### config.mk
export PLATFORM = sky130hd
export DESIGN_NAME = web1_lp_seq
export DESIGN_NICKNAME = d
export VERILOG_FILES = /design/src/rtl/web1_lp_pkg.sv /design/src/rtl/ftc_double_rank_synchronizer_async.sv /design/src/rtl/web1_lp_seq.sv
export SDC_FILE = /design/constraint.sdc
export NUM_CORES = 1
export LEC_CHECK = 0
export ABC_AREA = 0
export BUFFER_PORTS_ARGS = -buffer_cell sky130_fd_sc_hd__buf_2
export CAP_MARGIN = 20
export CORE_MARGIN = 2
export CORE_UTILIZATION = 51
export CTS_CLUSTER_SIZE = 40
export DETAILED_ROUTE_END_ITERATION = 8
export GPL_ROUTABILITY_DRIVEN = 1
export PLACE_DENSITY = 0.75
export SYNTH_ARGS = -nofsm -noshare
export SYNTH_HDL_FRONTEND = slang
export SYNTH_HIERARCHICAL = 1
export SYNTH_SLANG_ARGS = --single-unit
### constraint.sdc
create_clock -name clkclk -period 2.5 [get_ports clkclk]
set_input_delay 0.5 -clock clkclk [delete_from_list [all_inputs] [get_ports clkclk]]
set_output_delay 0.5 -clock clkclk [all_outputs]
set_load 0.1 [all_outputs]
### src/rtl/web1_lp_pkg.sv
// ----------------------------------------------------------------------------
// Module  : web1_lp_pkg
// Brief   : Shared state encoding and default timing for the web1 LP sequencer.
// Rev     : 1.0
// ----------------------------------------------------------------------------
`default_nettype none

package web1_lp_pkg;

  typedef enum logic [3:0] {
    LP_ACTIVE = 4'd0,
    LP_ISO    = 4'd1,
    LP_RET    = 4'd2,
    LP_PWR_DN = 4'd3,
    LP_OFF    = 4'd4,
    LP_PWR_UP = 4'd5,
    LP_DE_RET = 4'd6,
    LP_DE_ISO = 4'd7,
    LP_CLR_HI = 4'd8,
    LP_CLR_LO = 4'd9
  } lp_state_e;

  localparam int unsigned C_ISO_DLY_DEF     = 4;
  localparam int unsigned C_RET_DLY_DEF     = 4;
  localparam int unsigned C_PWR_TIMEOUT_DEF = 255;
  localparam int unsigned C_CLR_HOLD_DEF    = 4;
  localparam int unsigned C_CNT_W_DEF       = 8;

endpackage

`default_nettype wire

### src/rtl/ftc_double_rank_synchronizer_async.sv
// ----------------------------------------------------------------------------
// Module  : ftc_double_rank_synchronizer_async
// Brief   : Two-flop synchronizer with async reset value; test mode bypasses it.
// Rev     : 1.0
// ----------------------------------------------------------------------------
`default_nettype none

module ftc_double_rank_synchronizer_async #(
  parameter int               WIDTH  = 1,
  parameter logic [WIDTH-1:0] RSTVAL = '0
) (
  input  logic             clkclk,
  input  logic             sysreset_n,
  input  logic             systest_mode_async,
  input  logic [WIDTH-1:0] i_d,
  output logic [WIDTH-1:0] o_q
);

  logic [WIDTH-1:0] r_rank1;
  logic [WIDTH-1:0] r_rank2;

  always_ff @(posedge clkclk or negedge sysreset_n) begin
    if (!sysreset_n) begin
      r_rank1 <= RSTVAL;
      r_rank2 <= RSTVAL;
    end else begin
      r_rank1 <= i_d;
      r_rank2 <= r_rank1;
    end
  end

  // In async test mode the input is already synchronous to the tester clock.
  assign o_q = systest_mode_async ? i_d : r_rank2;

endmodule

`default_nettype wire

### src/rtl/web1_lp_seq.sv
// ----------------------------------------------------------------------------
// Module  : web1_lp_seq
// Brief   : Low-power entry/exit sequencer driving iso/ret/clk/power handshake.
// Rev     : 1.0
// ----------------------------------------------------------------------------
`default_nettype none

module web1_lp_seq
  import web1_lp_pkg::*;
#(
  parameter int unsigned ISO_DLY     = C_ISO_DLY_DEF,
  parameter int unsigned RET_DLY     = C_RET_DLY_DEF,
  parameter int unsigned PWR_TIMEOUT = C_PWR_TIMEOUT_DEF,
  parameter int unsigned CLR_HOLD    = C_CLR_HOLD_DEF,
  parameter int unsigned CNT_W       = C_CNT_W_DEF
) (
  input  logic       clkclk,
  input  logic       sysreset_n,
  input  logic       systest_mode_cgm,
  input  logic       systest_mode_async,
  input  logic       wake,
  input  logic       activate_low_pwr,
  input  logic       epu_enable,
  input  logic       pwr_ack,
  input  logic       err_clr,
  output logic       clear_function,
  output logic       iso_en,
  output logic       ret_en,
  output logic       pwr_req,
  output logic       clk_en,
  output logic       busy,
  output logic       lp_error,
  output logic [3:0] lp_state
);

  lp_state_e        r_state;
  lp_state_e        w_state_nxt;
  logic [CNT_W-1:0] r_cnt;
  logic [CNT_W-1:0] w_cnt_nxt;
  logic [CNT_W-1:0] w_cnt_load;
  logic             w_cnt_zero;
  logic             w_timeout;
  logic             w_ack_s;

  logic r_iso_en, r_ret_en, r_pwr_req, r_clk_en, r_clear, r_busy, r_lp_error;
  logic w_iso_nxt, w_ret_nxt, w_pwr_nxt, w_clk_nxt, w_clear_nxt, w_busy_nxt;
  logic w_err_nxt;

  ftc_double_rank_synchronizer_async #(
    .WIDTH  (1),
    .RSTVAL (1'b1)
  ) u_ack_sync (
    .clkclk             (clkclk),
    .sysreset_n         (sysreset_n),
    .systest_mode_async (systest_mode_async),
    .i_d                (pwr_ack),
    .o_q                (w_ack_s)
  );

  assign w_cnt_zero = (r_cnt == '0);

  always_comb begin
    w_state_nxt = r_state;
    w_timeout   = 1'b0;
    case (r_state)
      LP_ACTIVE: if (activate_low_pwr && epu_enable && !wake) w_state_nxt = LP_ISO;
      LP_ISO: begin
        if (wake)            w_state_nxt = LP_DE_ISO;
        else if (w_cnt_zero) w_state_nxt = LP_RET;
      end
      LP_RET: begin
        if (wake)            w_state_nxt = LP_DE_RET;
        else if (w_cnt_zero) w_state_nxt = LP_PWR_DN;
      end
      LP_PWR_DN: begin
        if (wake)          w_state_nxt = LP_PWR_UP;
        else if (!w_ack_s) w_state_nxt = LP_OFF;
        else if (w_cnt_zero) begin
          w_timeout   = 1'b1;
          w_state_nxt = LP_PWR_UP;
        end
      end
      LP_OFF: if (wake) w_state_nxt = LP_PWR_UP;
      LP_PWR_UP: begin
        // A missing ack still completes the exit so the domain is never stranded.
        if (w_ack_s) w_state_nxt = LP_DE_RET;
        else if (w_cnt_zero) begin
          w_timeout   = 1'b1;
          w_state_nxt = LP_DE_RET;
        end
      end
      LP_DE_RET: if (w_cnt_zero) w_state_nxt = LP_DE_ISO;
      LP_DE_ISO: if (w_cnt_zero) w_state_nxt = LP_CLR_HI;
      LP_CLR_HI: if (w_cnt_zero) w_state_nxt = LP_CLR_LO;
      LP_CLR_LO: if (w_cnt_zero) w_state_nxt = LP_ACTIVE;
      default:   w_state_nxt = LP_ACTIVE;
    endcase
  end

  // Shared down-counter: reloads with (delay-1) whenever a new state is entered.
  always_comb begin
    w_cnt_load = '0;
    case (w_state_nxt)
      LP_ISO, LP_DE_ISO:    w_cnt_load = CNT_W'(ISO_DLY - 1);
      LP_RET, LP_DE_RET:    w_cnt_load = CNT_W'(RET_DLY - 1);
      LP_PWR_DN, LP_PWR_UP: w_cnt_load = CNT_W'(PWR_TIMEOUT - 1);
      LP_CLR_HI, LP_CLR_LO: w_cnt_load = CNT_W'(CLR_HOLD - 1);
      default:              w_cnt_load = '0;
    endcase
    if (w_state_nxt != r_state) w_cnt_nxt = w_cnt_load;
    else if (!w_cnt_zero)       w_cnt_nxt = r_cnt - 1'b1;
    else                        w_cnt_nxt = r_cnt;
  end

  always_comb begin
    w_iso_nxt   = 1'b0;
    w_ret_nxt   = 1'b0;
    w_pwr_nxt   = 1'b1;
    w_clk_nxt   = 1'b0;
    w_clear_nxt = 1'b0;
    w_busy_nxt  = (w_state_nxt != LP_ACTIVE);
    case (w_state_nxt)
      LP_ACTIVE:            w_clk_nxt = 1'b1;
      LP_ISO, LP_DE_RET:    w_iso_nxt = 1'b1;
      LP_RET, LP_PWR_UP: begin
        w_iso_nxt = 1'b1;
        w_ret_nxt = 1'b1;
      end
      LP_PWR_DN, LP_OFF: begin
        w_iso_nxt = 1'b1;
        w_ret_nxt = 1'b1;
        w_pwr_nxt = 1'b0;
      end
      LP_CLR_HI: begin
        w_clk_nxt   = 1'b1;
        w_clear_nxt = 1'b1;
      end
      LP_CLR_LO:            w_clk_nxt = 1'b1;
      default:              w_clk_nxt = 1'b0;
    endcase
    if (systest_mode_cgm) w_clk_nxt = 1'b1;
    if (w_timeout)    w_err_nxt = 1'b1;
    else if (err_clr) w_err_nxt = 1'b0;
    else              w_err_nxt = r_lp_error;
  end

  always_ff @(posedge clkclk or negedge sysreset_n) begin
    if (!sysreset_n) begin
      r_state    <= LP_ACTIVE;
      r_cnt      <= '0;
      r_iso_en   <= 1'b0;
      r_ret_en   <= 1'b0;
      r_pwr_req  <= 1'b1;
      r_clk_en   <= 1'b1;
      r_clear    <= 1'b0;
      r_busy     <= 1'b0;
      r_lp_error <= 1'b0;
    end else begin
      r_state    <= w_state_nxt;
      r_cnt      <= w_cnt_nxt;
      r_iso_en   <= w_iso_nxt;
      r_ret_en   <= w_ret_nxt;
      r_pwr_req  <= w_pwr_nxt;
      r_clk_en   <= w_clk_nxt;
      r_clear    <= w_clear_nxt;
      r_busy     <= w_busy_nxt;
      r_lp_error <= w_err_nxt;
    end
  end

  assign clear_function = r_clear;
  assign iso_en         = r_iso_en;
  assign ret_en         = r_ret_en;
  assign pwr_req        = r_pwr_req;
  assign clk_en         = r_clk_en;
  assign busy           = r_busy;
  assign lp_error       = r_lp_error;
  assign lp_state       = r_state;

endmodule

`default_nettype wire

==> metrics, run 1 <==
status=finished, violations left; failing checks=negative setup slack; Syn Std Cell Area=0.001463 mm^2; met1 WL=about 1500 um; Worst Path Arrival=between 2000 and 3000 ps; Highest Clock Rate=slightly below 400 MHz; Slew @ Worst Pin=487.8 ps; buffers and inverters on the worst path=3; Yosys cell types=49; GRT Resource Usage Total=between 20 and 25%; crit-path most repeated cell=ha_4; area leader, netlist=dfrtp_1; worst hold path class=in2async; CP cell instances=inv_2 -> ha_4 -> or4b_4 -> nor2_4 -> buf_6 -> nor2_1 -> o21a_4 -> inv_4 -> ha_4 -> nor3b_4 -> mux2i_4 -> o22ai_1; Congestion Overflow GR=0; Final nets=208; Simple-Gate Fraction of Synth Area=approximately a fifth; largest cells by area after synthesis=dfrtp_1, dfstp_2, ha_1; Clock transition at path regs=120 ps; die height=57.56 um; max-cap violation count=0; largest family of logic cells by synthesized area=simple AND/OR/NAND/NOR gates; sequential fraction of the synthesis area=between 30% and 40%; via count=roughly 1300; Sink Count=21; syn_nets=169; vias in the first global route=about 1300; # setup viols final=4; RSZ-0062 raised after global routing=yes; initial detailed-routing violation count=28; Synth top area share=between 20 and 30%; CP endpoint kind=flip-flop; Vias/cell=5.793; antenna viol nets, final=0; Hold Slack=~130 ps; I/O pin total=20; adder-cell share of the synthesized area=5.988%; Synth-to-Final Area Change=25.15%; total iterations of the first detailed-routing run=4; DRC viols=0; Buffers on Ports=19; DP Area=~0.0017 mm^2; Hold Vio Cnt, Final=0; Avg Cell Area, Syn=9.560 um^2; metal2 WL=1872 um; CP Data Required Time=2730 ps; die width=~58 um; Synth Instances=153; Crit Path Category=reg2reg; YS warnings=6; GP Congestion=about 0.84; drt wl/cell=between 15 and 20 um; slew margin rel.=between 60% and 70%; Post-Route WL=3578 um; largest net degree at the start of global routing=22; Worst Skew=~2.3 ps; WL met3=about 130 um; startpoint types=flip-flop; initial antenna violation count=0; CTS root buffer=clkbuf_4; Post-Layout Inst Area=around 0.0018 mm^2; worst-skew pair later-pin latency=300 ps; CP max FO=6; cell row count=19; Yosys reg bits=21; crit-path leading delay family=simple AND/OR/NAND/NOR gates; Post-Synth XOR/XNOR Area=between 4 and 5%; die area=0.003313 mm^2; highest metal used=met4; Final WS setup=-31.13 ps; fin. max-slew vios=0; ant diodes=0; CTS Buf Count=3; Synth Area in Compound Gates=18.91%; initial cell density of the core=between 50 and 60%; CTS max path bufs=2; core footprint=between 0.002 and 0.003 mm^2; period utilization=101.2%; Max H-tree Level=1; fin crit period=between 2000 and 3000 ps; post-synthesis mux area share=8.725%; cts hold-fix bufs=0; share of layout cells above drive strength 1=between 40% and 50%; slowest cell on the critical path=or4b_4; first-pass GRT wire length=between 5000 and 6000 um; CTS tree=done; post-detail-place hpwl=about 2500 um; slowest cell delay on critical path=between 400 and 500 ps
[Yosys cell counts (all sizes together)]
master  instances
o31a            1
or4b            1
nor3            6
and2b           1
a211oi          3
xnor2           5
o21ai           5
ha              7
xor2            2
nor2           12
o22ai           5
nor2b           4
or3             1
nor3b           3
dfstp           4
o21a            2
mux2i           7
nand2          11
o21bai          2
inv            11
a32oi           1
or4             1
dfrtp          17
a31oi           1
a21o            1
o21ba           1
and3            2
a311oi          1
o221ai          1
buf             5
nand3b          1
a22oi           1
nand2b          2
nor4bb          2
nand3           2
and4b           1
o32a            3
and2            2
mux2            3
clkbuf          3
a21oi           8
o211ai          1
[final cells by class]
| type | instances | area, um^2 |
|---|---|---|
| flip-flops and latches | 21 | 540.5 |
| multi-input cells | 113 | 908.4 |
| repair buffers | 42 | 271.5 |
| well taps | 31 | 38.79 |
| fillers | 216 | 903.4 |
| clock buffers | 3 | 22.52 |
| clock inverters | 1 | 5.005 |
| inverters | 11 | 43.79 |
[per-stage QoR]
step	TNS, ps	util, %	worst slack, ps	instances
finish	-64.23	66.96	-31.13	222
CTS	-453.0	64.94	-75.19	218
floorplan	-139.3	-	-26.49	153
global placement	-472.9	62.38	-78.79	210
global route	-819.9	66.96	-133.0	222
detailed placement	-985.4	62.38	-149.7	210
[final timing paths]
check                                         from                  to  slack, ps  cells past startpoint
worst max-delay path                      r_cnt[0]            r_cnt[7]        -30                     12
max in group asynchronous               sysreset_n         lp_state[2]       2020                      1
worst max register to register            r_cnt[0]            r_cnt[7]        -30                     12
worst min-delay path                    sysreset_n            lp_error        130                      1
min in group clkclk                        pwr_ack  u_ack_sync/r_rank1        290                      1
worst min register to register  u_ack_sync/r_rank1  u_ack_sync/r_rank2        370                      0
[timing repair]
action / 4_1_cts / 5_1_grt
buffers inserted: 4 / 4
pin swaps: 3 / 5
setup endpoints to repair: 9 / 10
resized for setup: 4 / 8
[routing by layer]
layer / vias up / track usage (%)
li1: 621 / -
met1: 622 / 30.29
met2: 39 / 37.66
met3: 4 / 2.948
met4: 0 / 6.977
met5: - / 0
[logic make-up after synthesis]
logic type	after synthesis
buf+inv	19
fa+ha+maj	7
xor+xnor	7
simple gates	52
compound gates	37
flops	21
mux	10
[flip-flops by register name, indices dropped and copies added (netlist names)]
name / flops
lp_state: 4
u_ack_sync/r_rank2: 1
iso_en: 1
u_ack_sync/r_rank1: 1
busy: 1
r_cnt: 8
pwr_req: 1
clk_en: 1
ret_en: 1
lp_error: 1
clear_function: 1
[cells in the final DEF, fill, tap and decap left out, types with 2 or more instances in the layout]
cell / netlist / routed
a211oi_1: 3 / 2
a21oi_1: 7 / 7
and2_1: 2 / 2
and3_1: 2 / 2
buf_2: 4 / 19
buf_4: 0 / 22
clkbuf_4: 0 / 3
dfrtp_1: 17 / 13
dfrtp_2: 0 / 2
dfrtp_4: 0 / 2
dfstp_2: 4 / 4
ha_1: 7 / 3
ha_2: 0 / 2
ha_4: 0 / 2
inv_1: 10 / 6
inv_2: 1 / 4
mux2_4: 3 / 3
mux2i_1: 6 / 6
nand2_1: 11 / 11
nand2b_1: 2 / 2
nand3_1: 2 / 2
nor2_1: 11 / 9
nor2_2: 0 / 2
nor2b_1: 4 / 4
nor3_1: 6 / 6
nor3b_1: 3 / 2
nor4bb_1: 2 / 2
o21ai_0: 4 / 3
o21ai_1: 1 / 2
o21bai_1: 2 / 2
o22ai_1: 5 / 5
o32a_1: 2 / 2
xnor2_1: 5 / 5
xor2_1: 2 / 2
Power of run 1 is not shown: default switching activity piles up to over one toggle a cycle in this logic, so the estimate is an artifact.
==> inputs of run 2 (changes only) <==
Settings changed: REMOVE_ABC_BUFFERS set to 1.
==> run 2 against run 1 <==
Against the previous run:
- the flow still finishes with violations (negative setup slack)
- cell area grew 11%
- first-iteration DRC count rose to 3.0 times the previous value
- final cell count increased by 9.0%
- clock skew rose by 15 ps
- hold slack got worse by 23 ps
- clock-buffer cell count unchanged
- die area unchanged
- non-clock buffer count grew 20
- critical path depth shrank 1
- via count increased by 13%
==> metrics, run 2 (same netlist as run 1, synthesis figures left out) <==
startpoint types=flip-flop; drt wl/cell=17.79 um (+10%); max-cap violation count=0 (unchanged); GRT Resource Usage Total=25.70% (+3.2 points); CTS root buffer=clkbuf_4; Synth-to-Final Area Change=39.35%; core footprint=0.002734 mm^2 (unchanged); slew margin rel.=61.54% (-6.2 points); first-pass GRT wire length=6506 um (+11%); FF-to-FF End=r_cnt[3]; Final WS setup=-167.4 ps (-136.2 ps); initial antenna violation count=0 (unchanged); RSZ-0062 raised after global routing=yes; fin. max-slew vios=0 (unchanged); CTS Buf Count=3 (unchanged); GR Util met3=3.628% (+0.68 points); commonest non-fill, non-tap cell in the layout=buf_4; Highest Clock Rate=374.9 MHz (-5.1%); antenna viol nets, final=0 (unchanged); Hold Vio Cnt, Final=0 (unchanged); GR Util met2=44.97% (+7.3 points); Crit Path Category=reg2reg; r2r setup slk=-170 ps (-140 ps); Largest register FFs=8 (unchanged); Worst Skew=17.13 ps (+14.81 ps); setup TNS=-976.3 ps (-912.1 ps); Worst Path Arrival=2870 ps (+110 ps); worst hold path class=in2async; Max H-tree Level=1 (unchanged); die height=57.56 um (unchanged); Slew @ Worst Pin=572.5 ps (+84.74 ps); gr busiest metal=met2; Post-Route WL=4304 um (+20%); total iterations of the first detailed-routing run=4 (unchanged); via count=1454 (+13%); failing checks=negative setup slack; CTS max path bufs=2 (unchanged); Congestion Overflow GR=0 (unchanged); initial cell density of the core=53.50% (unchanged); GP Congestion=0.8160 (-3.3%); period utilization=106.7% (+5.4 points); Sink Count=21 (unchanged); worst r2r src=r_cnt[0]; Vias/cell=6.008 (+3.7%); Top reg by flops=r_cnt; CP endpoint kind=flip-flop; ant diodes=0 (unchanged); Clock transition at path regs=140 ps (+20 ps); DRC viols=0 (unchanged); status=finished, violations left; # setup viols final=9 (+5); vias in the first global route=1405 (+6.6%); Final nets=228 (+9.6%); CTS tree=done; initial detailed-routing violation count=83 (+200%); post-detail-place hpwl=2495 um (-0.34%); worst-skew pair later-pin latency=320 ps (+20 ps); Buffers on Ports=19 (unchanged); I/O pin total=20 (unchanged); commonest cells after routing, fill and taps aside=buf_4, buf_2, dfrtp_1; worst reg2reg path depth=11 (-1); share of layout cells above drive strength 1=46.45% (+4.6 points); global routing usage on met1=30.49% (+0.20 points); CP max FO=6 (unchanged); die area=0.003313 mm^2 (unchanged); fin crit period=2667 ps (+136.2 ps); CP Data Required Time=2710 ps (-20 ps); largest net degree at the start of global routing=22 (unchanged); die width=57.56 um (unchanged); cell row count=19 (unchanged)
run 2: cell count changes in the layout (fill, tap and decap cells not counted), sizes merged:
cell,previous run,this run
buf,42,62
run 2: repair_timing:
action                     in CTS  in global routing
gates resized for setup        10                 16
hold buffers                    0                  0
buffers inserted               14                  4
setup endpoints to repair       9                 12
pin swaps                       9                 13
run 2: metrics by stage:
stage / hold slack [ps] / util, % / worst slack [ps] / instances / instance area, um^2
2_1_floorplan: 204.4 / - / -582.2 / 145 / 1420
3_3_place_gp: 350.0 / 65.08 / -122.4 / 225 / 1779
3_5_place_dp: 347.5 / 65.08 / -185.4 / 225 / 1779
4_1_cts: 127.3 / 71.03 / -35.19 / 242 / 1942
5_1_grt: 140.1 / 74.55 / -283.8 / 242 / 2038
6_report: 103.3 / 74.55 / -167.4 / 242 / 2038
run 2: area by class of cell:
class                      count  area, um^2
clock buffer                   3       22.52
clock inverter                 1       5.005
fill                         190       695.7
inverter                      11       41.29
multi-input combinational    113       974.7
sequential                    21       530.5
tap                           31       38.79
timing repair buffer          62       425.4
run 2: how the worst max path moves through the flow:
| stage | end | cells past startpoint | start | slack, ps |
|---|---|---|---|---|
| floorplan | r_cnt[3] | 9 | lp_state[0] | -580 |
| global route | r_cnt[0] | 11 | r_cnt[1] | -280 |
| finish | r_cnt[3] | 11 | r_cnt[0] | -170 |
| CTS | r_cnt[4] | 11 | r_cnt[1] | -40 |
| global placement | r_cnt[3] | 12 | r_cnt[0] | -120 |
| detailed placement | r_cnt[7] | 12 | r_cnt[0] | -190 |
run 2: layer usage:
layer  vias up  part of all wire, %
li1        664                    -
met1       706                   38
met2        58                   52
met3        26                  4.5
met4         0                  5.0
met5         -                    0
run 2: critical path, stage by stage (launching register included):
cell and delay [ps]:
dfrtp_1 420, inv_2 90, ha_4 130, or4b_4 500, a311oi_2 260, o32a_2 190
o21a_1 160, inv_2 70, ha_4 160, nor3b_4 160, mux2i_4 250, o22ai_1 160
Power of run 2 is left out for the same reason.
